File: src/rtl/spi_pkg.sv
`default_nettype none
// ---------------------------------------------------------------
// spi_pkg : shared types and constants for the serial register bank
// Rev 1.0
// ---------------------------------------------------------------
package spi_pkg;

  typedef enum logic [1:0] {
    IDLE     = 2'd0,
    CMD      = 2'd1,
    DATA     = 2'd2,
    DATA_IGN = 2'd3
  } spi_state_t;

  localparam int CMD_RW_BIT = 7;
  localparam int CMD_ADDR_W = 7;
  localparam int BYTE_W     = 8;

endpackage
`default_nettype wire

File: src/rtl/spi_sync.sv
`default_nettype none
// ---------------------------------------------------------------
// spi_sync : 2-FF synchroniser with registered rise/fall pulses
// Rev 1.0
// ---------------------------------------------------------------
module spi_sync (
  input  logic iclk,
  input  logic rstn,
  input  logic d,
  output logic q,
  output logic rise,
  output logic fall
);

  logic [2:0] sh;

  // q is the third stage so it lines up with the edge pulses of a sibling instance
  always_ff @(posedge iclk or negedge rstn) begin
    if (!rstn) begin
      sh   <= 3'b000;
      rise <= 1'b0;
      fall <= 1'b0;
    end else begin
      sh   <= {sh[1:0], d};
      rise <= sh[1] & ~sh[2];
      fall <= ~sh[1] & sh[2];
    end
  end

  assign q = sh[2];

endmodule
`default_nettype wire

File: src/rtl/spi_reg_bank.sv
`default_nettype none
// ---------------------------------------------------------------
// spi_reg_bank : serial configuration slave with burst and readback
// Rev 1.0
// ---------------------------------------------------------------
module spi_reg_bank
  import spi_pkg::*;
#(
  parameter int NUM_REGS = 8,
  parameter int DATA_W   = 8
) (
  input  logic                       iclk,
  input  logic                       rstn,
  input  logic                       sclk,
  input  logic                       csn,
  input  logic                       serial_in,
  output logic                       serial_out,
  input  logic [DATA_W-1:0]          status_in,
  output logic [NUM_REGS*DATA_W-1:0] regs_out,
  output logic [NUM_REGS-1:0]        wr_strobe,
  output logic                       addr_err
);

  localparam int IDX_W = (NUM_REGS > 1) ? $clog2(NUM_REGS) : 1;
  localparam logic [CMD_ADDR_W:0] NUM_REGS_L = (CMD_ADDR_W + 1)'(NUM_REGS);
  localparam logic [IDX_W-1:0]    LAST_IDX   = IDX_W'(NUM_REGS - 1);

  logic sclk_q, sclk_rise, sclk_fall;
  logic csn_q, csn_rise, csn_fall;
  logic sin_q, sin_rise, sin_fall;

  spi_sync u_sync_sclk (.iclk(iclk), .rstn(rstn), .d(sclk),
                        .q(sclk_q), .rise(sclk_rise), .fall(sclk_fall));
  spi_sync u_sync_csn  (.iclk(iclk), .rstn(rstn), .d(csn),
                        .q(csn_q), .rise(csn_rise), .fall(csn_fall));
  spi_sync u_sync_sin  (.iclk(iclk), .rstn(rstn), .d(serial_in),
                        .q(sin_q), .rise(sin_rise), .fall(sin_fall));

  logic unused_sync;
  assign unused_sync = ^{sclk_q, csn_q, sin_rise, sin_fall};

  spi_state_t         state, state_next;
  logic [2:0]         bit_cnt;
  logic [BYTE_W-1:0]  rx_sh, tx_sh;
  logic [IDX_W-1:0]   ptr;
  logic               rw;
  logic [DATA_W-1:0]  regs [NUM_REGS];

  logic [BYTE_W-1:0]     rx_byte;
  logic [CMD_ADDR_W-1:0] cmd_addr;
  logic [IDX_W-1:0]      cmd_idx, ptr_wrap, load_idx;
  logic                  byte_done, addr_bad;
  logic                  err_pulse, commit, load_tx, tx_zero, ptr_load, ptr_inc;
  logic [BYTE_W-1:0]     load_val;

  // LSB first: each new bit enters at the top and the byte settles after eight shifts
  assign rx_byte   = {sin_q, rx_sh[BYTE_W-1:1]};
  assign byte_done = sclk_rise && (bit_cnt == 3'd7);
  assign cmd_addr  = rx_byte[CMD_ADDR_W-1:0];
  assign cmd_idx   = rx_byte[IDX_W-1:0];
  assign addr_bad  = {1'b0, cmd_addr} >= NUM_REGS_L;
  assign ptr_wrap  = (ptr == LAST_IDX) ? '0 : ptr + IDX_W'(1);
  assign load_val  = tx_zero ? '0 : ((load_idx == '0) ? status_in : regs[load_idx]);

  always_ff @(posedge iclk or negedge rstn) begin
    if (!rstn) state <= IDLE;
    else       state <= state_next;
  end

  // csn_rise is tested before byte_done so a coincident end-of-frame drops the byte
  always_comb begin
    state_next = state;
    err_pulse  = 1'b0;
    commit     = 1'b0;
    load_tx    = 1'b0;
    tx_zero    = 1'b0;
    ptr_load   = 1'b0;
    ptr_inc    = 1'b0;
    load_idx   = ptr;
    case (state)
      IDLE: if (csn_fall) state_next = CMD;
      CMD: begin
        if (csn_rise) begin
          state_next = IDLE;
        end else if (byte_done) begin
          if (addr_bad) begin
            state_next = DATA_IGN;
            err_pulse  = 1'b1;
            load_tx    = 1'b1;
            tx_zero    = 1'b1;
          end else begin
            state_next = DATA;
            ptr_load   = 1'b1;
            load_tx    = rx_byte[CMD_RW_BIT];
            load_idx   = cmd_idx;
          end
        end
      end
      DATA: begin
        if (csn_rise) begin
          state_next = IDLE;
        end else if (byte_done) begin
          ptr_inc = 1'b1;
          if (rw) begin
            load_tx  = 1'b1;
            load_idx = ptr_wrap;
          end else begin
            commit = (ptr != '0);
          end
        end
      end
      DATA_IGN: if (csn_rise) state_next = IDLE;
      default:  state_next = IDLE;
    endcase
  end

  always_ff @(posedge iclk or negedge rstn) begin
    if (!rstn) begin
      bit_cnt    <= 3'd0;
      rx_sh      <= '0;
      tx_sh      <= '0;
      ptr        <= '0;
      rw         <= 1'b0;
      serial_out <= 1'b0;
      wr_strobe  <= '0;
      addr_err   <= 1'b0;
      for (int k = 0; k < NUM_REGS; k++) regs[k] <= '0;
    end else begin
      wr_strobe <= '0;
      addr_err  <= err_pulse;
      if (state_next == IDLE) begin
        bit_cnt    <= 3'd0;
        rx_sh      <= '0;
        tx_sh      <= '0;
        serial_out <= 1'b0;
      end else begin
        if (sclk_rise) begin
          bit_cnt <= bit_cnt + 3'd1;
          rx_sh   <= rx_byte;
        end
        if (sclk_fall) begin
          serial_out <= tx_sh[0];
          tx_sh      <= tx_sh >> 1;
        end
        if (load_tx) tx_sh <= load_val;
        if (ptr_load) begin
          ptr <= cmd_idx;
          rw  <= rx_byte[CMD_RW_BIT];
        end
        if (ptr_inc) ptr <= ptr_wrap;
        if (commit) begin
          regs[ptr]      <= rx_byte;
          wr_strobe[ptr] <= 1'b1;
        end
      end
    end
  end

  for (genvar k = 0; k < NUM_REGS; k++) begin : g_flat
    if (k == 0) begin : g_status
      assign regs_out[DATA_W-1:0] = '0;
    end else begin : g_reg
      assign regs_out[k*DATA_W +: DATA_W] = regs[k];
    end
  end

endmodule
`default_nettype wire
File: config.mk
export PLATFORM = sky130hd
export DESIGN_NAME = spi_reg_bank
export DESIGN_NICKNAME = d
export VERILOG_FILES = /design/src/rtl/spi_pkg.sv /design/src/rtl/spi_sync.sv /design/src/rtl/spi_reg_bank.sv
export SDC_FILE = /design/constraint.sdc
export NUM_CORES = 1
export LEC_CHECK = 0
export ABC_AREA = 0
export BUFFER_PORTS_ARGS = -buffer_cell sky130_fd_sc_hd__buf_2
export CELL_PAD_IN_SITES_DETAIL_PLACEMENT = 1
export CELL_PAD_IN_SITES_GLOBAL_PLACEMENT = 2
export CORE_AREA = 2 2 122 136
export CTS_CLUSTER_DIAMETER = 120
export DETAILED_ROUTE_END_ITERATION = 10
export DIE_AREA = 0 0 124 138
export PLACE_DENSITY_LB_ADDON = 0.2
export SETUP_SLACK_MARGIN = 0.2
export SKIP_LAST_GASP = 1
export SLEW_MARGIN = 30
export SYNTH_ARGS = -nofsm -noshare
export SYNTH_HDL_FRONTEND = slang
export SYNTH_SLANG_ARGS = --single-unit
File: constraint.sdc
create_clock -name iclk -period 2.83 [get_ports iclk]
set_input_delay 0.566 -clock iclk [delete_from_list [all_inputs] [get_ports iclk]]
set_output_delay 0.566 -clock iclk [all_outputs]
set_load 0.01 [all_outputs]
Word level (Yosys, flattened, before mapping)
Index checks and enable logic that the tools add are counted.
{"block": "op_classes", "n_addsub": 2, "bitwise_logic": 11, "reduce_logical": 15, "mux": 59, "eq_ne": 5, "magnitude_cmp": 6}
{"op": "2-to-1 mux 8 bit", "n": 12}
{"op": "bitwise mux 64 bit", "n": 1}
{"op": "2-to-1 mux 3 bit", "n": 11}
{"op": "2-to-1 mux 1 bit", "n": 25}
{"op": "binary-select mux 8 bit (select 3 bit)", "n": 1}
{"op": "demux 8 bit (select 3 bit)", "n": 1}
{"op": "greater-or-equal comparator 4 bit, second input constant", "n": 2}
{"op": "2-to-1 mux 2 bit", "n": 4}
{"op": "inverter 3 -> 4 bit", "n": 2}
{"op": "greater-or-equal comparator 7 x 4 -> 1 bit, second input constant", "n": 1}
{"op": "adder 3 x 1 -> 3 bit, second input constant", "n": 2}
{"op": "== test 3 bit, second input constant", "n": 2}
{"op": "case mux 2 bit (3 select lines)", "n": 1}
{"op": "case mux 3 bit (2 select lines)", "n": 1}
{"op": "AND reduction 2 bit", "n": 3}
{"op": "nonzero test 2 bit", "n": 3}
{"op": "nonzero test 3 bit", "n": 2}
{"op": "inverter 1 bit", "n": 5}
{"op": "bitwise AND 1 bit", "n": 4}
{"op": "== test 2 bit, second input constant", "n": 2}
{"op": "logical NOT 2 bit", "n": 2}
{"op": "< comparator 3 x 4 -> 1 bit, second input constant", "n": 1}
{"op": "< comparator 4 x 1 -> 1 bit, second input constant", "n": 1}
{"op": "demux 1 bit (select 3 bit)", "n": 1}
{"op": "6 further kinds", "n": 8}
{"block": "word_totals", "input_bits": 13, "output_inout_bits": 74, "elab_cells": 122, "regBits": 112}

Longest topological paths before layout
{"block": "logic_depth", "word_depth": 14, "mapped_depth": 12, "depth_no_buf": 9}

Modules after synthesis
Synthesis repeated with hierarchy kept, for this count alone.
{"block": "hier_totals", "cells_unflattened": 396, "area_unflattened_um2": 5157.4}
{"mod": "spi_reg_bank", "cells_each": 375, "seq_area_each_um2": 2252.2, "area_each_um2": 4737.0, "n_inst": 1}
{"mod": "spi_sync", "cells_each": 7, "seq_area_each_um2": 125.1, "area_each_um2": 140.1, "n_inst": 3}

Least setup slack after synthesis
Ideal clock, no wire load.
{"block": "synth_path", "path_kind": "register to register", "start": "register bit_cnt[0]", "end": "register regs (netlist bit regs_out[24])", "setup_slack_ps": 39, "n_path_buf": 1, "setup_time_ps": 125, "stages_incl_launch_ff": 11, "required_time_ps": 2705, "arrival_ps": 2666, "path_cell_list": "dfrtp_1 ha_1 ha_1 and4b_1 a21oi_1 o32ai_2 nor2_2 or4b_1 clkbuf_1 nor2_2 mux2_2"}
{"block": "synth_via", "elab_chain_cells": 8, "word_cells_on_any_way": 11}
{"element": "from (decl)", "line": "spi_reg_bank.sv:43", "text": "logic [2:0] bit_cnt;"}
{"element": "from (signal assigned)", "line": "spi_reg_bank.sv:138", "text": "bit_cnt <= bit_cnt + 3'd1;"}
{"element": "== test 3 bit", "line": "spi_reg_bank.sv:58", "text": "assign byte_done = sclk_rise && (bit_cnt == 3'd7);"}
{"element": "logical AND 1 bit", "line": "spi_reg_bank.sv:58"}
{"element": "2-to-1 mux 2 bit", "line": "spi_reg_bank.sv:85", "text": "end else if (byte_done) begin"}
{"element": "2-to-1 mux 2 bit", "line": "spi_reg_bank.sv:83", "text": "if (csn_rise) begin"}
{"element": "case mux 2 bit (3 select lines)", "line": "spi_reg_bank.sv:80", "text": "case (state)"}
{"element": "net state_next[0]", "line": "spi_reg_bank.sv:42", "text": "spi_state_t state, state_next;"}
{"element": "logical NOT 2 bit", "line": "spi_reg_bank.sv:131", "text": "if (state_next == IDLE) begin"}
{"element": "inverter 1 bit (no line)"}
{"element": "AND reduction 2 bit (no line)"}
{"element": "to (signal, indexed assignment)", "line": "spi_reg_bank.sv:152", "text": "regs[ptr] <= rx_byte;"}
{"element": "to (decl)", "line": "spi_reg_bank.sv:47", "text": "logic [DATA_W-1:0] regs [NUM_REGS];"}
The timed path passes the listed nets, and every way through them passes these cells.
A chain may end at the register's enable or synchronous reset.

Worst setup path after layout
{"block": "layout_path", "start": "register bit_cnt[0]", "end": "register regs (netlist bit regs_out[63])"}
The elaborated chain is that of the path after synthesis.

==> flow_summary.json <==
{
  "wl_per_cell_um": 19.9,
  "clkPwrFrac_pct": 34.4,
  "drtIter0Drc": 132,
  "drc": 0,
  "num_io_pins": 87,
  "dp_slack_ns": -0.177,
  "relSlewSlack_pct": 63.0,
  "drv_slew": 0,
  "power.leakage_uw": 0.00308,
  "worst_pin_slew_ns": 0.552,
  "r2r-end": "regs_out[63]",
  "combPwrFrac_pct": 19.8,
  "clockBufferDepth": 2,
  "coreArea_mm2": 0.0159,
  "yosysSeqAreaShare_pct": 49.0,
  "cts_root_buf": "clkbuf_16",
  "netlist_area_mm2": 0.00526,
  "crit_chain": "ha_2 -> ha_4 -> nand2_4 -> o31ai_2 -> o32ai_2 -> nor2_2 -> or4b_4 -> buf_6 -> nor2_4 -> buf_6 -> mux2_4",
  "fin_ws_ns": 0.117,
  "dp_hpwl_um": 9990,
  "via_per_inst": 4.91,
  "max_stage_delay_ns": 0.54,
  "insertion_delay_ns": 0.36,
  "ir_drop_mv": 0.256,
  "swShare_pct": 29.7,
  "r2r_cells": 11,
  "ys_seq_elements": 103,
  "grt_pass1_vias": 3844,
  "start_kind": "flop",
  "start_util_pct": 33.0,
  "grt_antenna_before_repair": 0,
  "reg2reg_slack_ns": 0.12,
  "cts_tree": "done",
  "die_area_mm2": 0.0171,
  "timing.final.crit_share_pct": 95.9,
  "cts.sinks": 103,
  "path_buf_inv": 2,
  "fin_cells": 718,
  "final_nets": 531,
  "whs_ns": 0.193,
  "max_freq_mhz": 369,
  "final_hold_viol_count": 0,
  "n_antenna_cell": 0,
  "firstDrtPassIters": 4,
  "dp_cells": 684,
  "grt_max_degree": 66,
  "fillers": 1758,
  "grt_remaining_overflow": 0,
  "numCtsBuffers": 9,
  "die_y_um": 138,
  "critical_path_peak_fanout": 6,
  "cp_common_cell": "buf_6",
  "p_int_uw": 2480,
  "clk_pin_slew_worst_paths_ns": 0.07,
  "drive_above_1_share_pct": 46.9,
  "power_density_mw_per_mm2": 544,
  "ys_warn_count": 0,
  "reg2reg_from": "bit_cnt[0]",
  "htreeDepth": 3,
  "hold_class": "in -> async",
  "cp_top_family": "simple AND/OR/NAND/NOR gates",
  "synth_edf_count": 0,
  "drv_cap": 0,
  "grt_usage_pct": 17.9,
  "place.port_buffers": 78,
  "synthArstFlopShare_pct": 100,
  "finClkSkew_ns": 0.0100,
  "die_w_um": 124,
  "required_ns": 3.07,
  "vias": 3526,
  "antenna_left": 0,
  "gp_congestion": 0.788,
  "pwr-share-seq_pct": 45.7,
  "worst_ep_arrival_time_ns": 2.95,
  "setup_viol": 0,
  "status": "completed",
  "rsz0062_at_grt": "true",
  "cp-end-kind": "flop",
  "syn-mean-instance-area_um2": 11.9,
  "p_switching_uw": 1050,
  "post-route-util_pct": 40.7,
  "finalWirelength_um": 14300,
  "synthToLayoutAreaGrowth_pct": 23.2,
  "syn_inst": 443,
  "rows": 49,
  "worstSetupPathType": "reg -> reg",
  "ys.flop_type": "dfrtp_1",
  "cp_slowest_cell": "or4b_4",
  "grt_pass1_wl_um": 22900,
  "fin_crit_ns": 2.71,
  "ys_types": 48
}
## worst max-delay path by stage
stage / from / end / slack, ns / depth (start not counted)
global route: bit_cnt[0] / regs_out[31] / 0.02 / 11
global placement: bit_cnt[0] / regs_out[45] / -0.11 / 10
floorplan: state[0] / regs_out[10] / 0.06 / 11
finish: bit_cnt[0] / regs_out[63] / 0.12 / 11
CTS: bit_cnt[1] / regs_out[63] / 0.001 / 11
detailed placement: bit_cnt[0] / regs_out[43] / -0.18 / 10
## cells in the final DEF (no fill, tap or decap), types with 6 or more instances in the layout
| cell type | count |
|---|---|
| a22oi_1 | 6 |
| a2bb2oi_1 | 6 |
| buf_12 | 7 |
| buf_2 | 77 |
| buf_4 | 37 |
| buf_6 | 11 |
| clkbuf_16 | 9 |
| conb_1 | 8 |
| dfrtp_1 | 101 |
| inv_1 | 10 |
| mux2_2 | 34 |
| mux2_4 | 24 |
| mux2i_1 | 49 |
| nand2_1 | 16 |
| nor2_1 | 17 |
| nor2_4 | 6 |
| o21ai_0 | 8 |
## logic make-up (layout without fill, tap and decap cells)
family          Yosys count  after routing  share of synthesized area, %
compound gates           57             57                          7.99
xor+xnor                  1              1                         0.166
fa+ha+maj                 9              9                          2.14
buf+inv                  97            161                          11.8
flops                   103            103                          49.0
mux                     108            108                          21.9
other cells               1              8                        0.0713
simple gates             67             67                          6.97
## sequential cells by signal (all words and copies together) (netlist names), 2 cells and up
register        flops
tx_sh               8
u_sync_sclk.sh      3
ptr                 3
u_sync_csn.sh       3
wr_strobe           8
state               2
rx_sh               7
regs_out           56
u_sync_sin.sh       3
bit_cnt             3
## routing by layer
layer / share of wire [%] / global-route usage (%) / up-vias
met5: 0 / 0 / -
li1: - / - / 1629
met4: 0.98 / 4.61 / 0
met1: 45 / 24.2 / 1822
met3: 3.1 / 3.38 / 9
met2: 51 / 29.4 / 66
## synth_stat cells, drive strengths merged, types with 4 or more instances
cell type  instances  share of area, %
o21ai             10              0.95
clkbuf            13              0.93
mux2i             50               9.5
nor3               5              0.69
nor2              24               2.0
ha                 9               2.1
buf               73                10
nor2b              4              0.48
dfrtp            103                49
inv               11              0.78
o22ai              5              0.71
a2bb2oi            6               1.0
a22oi              7               1.0
a221oi             5              0.83
nand2             18               1.3
a21oi              6              0.57
mux2              58                12
## repair_timing
item                       in CTS  in global routing
pin swaps                      13                 14
cloned                          2                  0
setup buffers                   9                  7
setup endpoints to repair      64                 65
hold buffers                    0                  0
resized for setup              48                 14
## per-stage QoR
stage               total power, uW  instance area (um^2)  setup TNS [ns]
global placement               2230                  5780           -1.16
finish                         3530                  6480               0
CTS                            3560                  6380               0
floorplan                      1990                  5330               0
global route                   3710                  6480               0
detailed placement             2250                  5780           -2.30
## power by group through the flow
stage	registers, uW	logic, uW	clock network, uW
finish	1610	699	1210
global route	1620	776	1310
CTS	1610	688	1260
detailed placement	1640	612	0
global placement	1640	595	0
floorplan	1620	370	0
## cell type report
type / instances / area [um^2] / share of cell area (%)
repair buffers: 134 / 982 / 15.2
well taps: 204 / 255 / 3.94
multi-input cells: 250 / 2340 / 36.0
flip-flops and latches: 103 / 2580 / 39.8
inverters: 11 / 41.3 / 0.637
clock inverters: 7 / 61.3 / 0.946
clock buffers: 9 / 225 / 3.47
No activity file was read; power rests on OpenSTA's default activity.
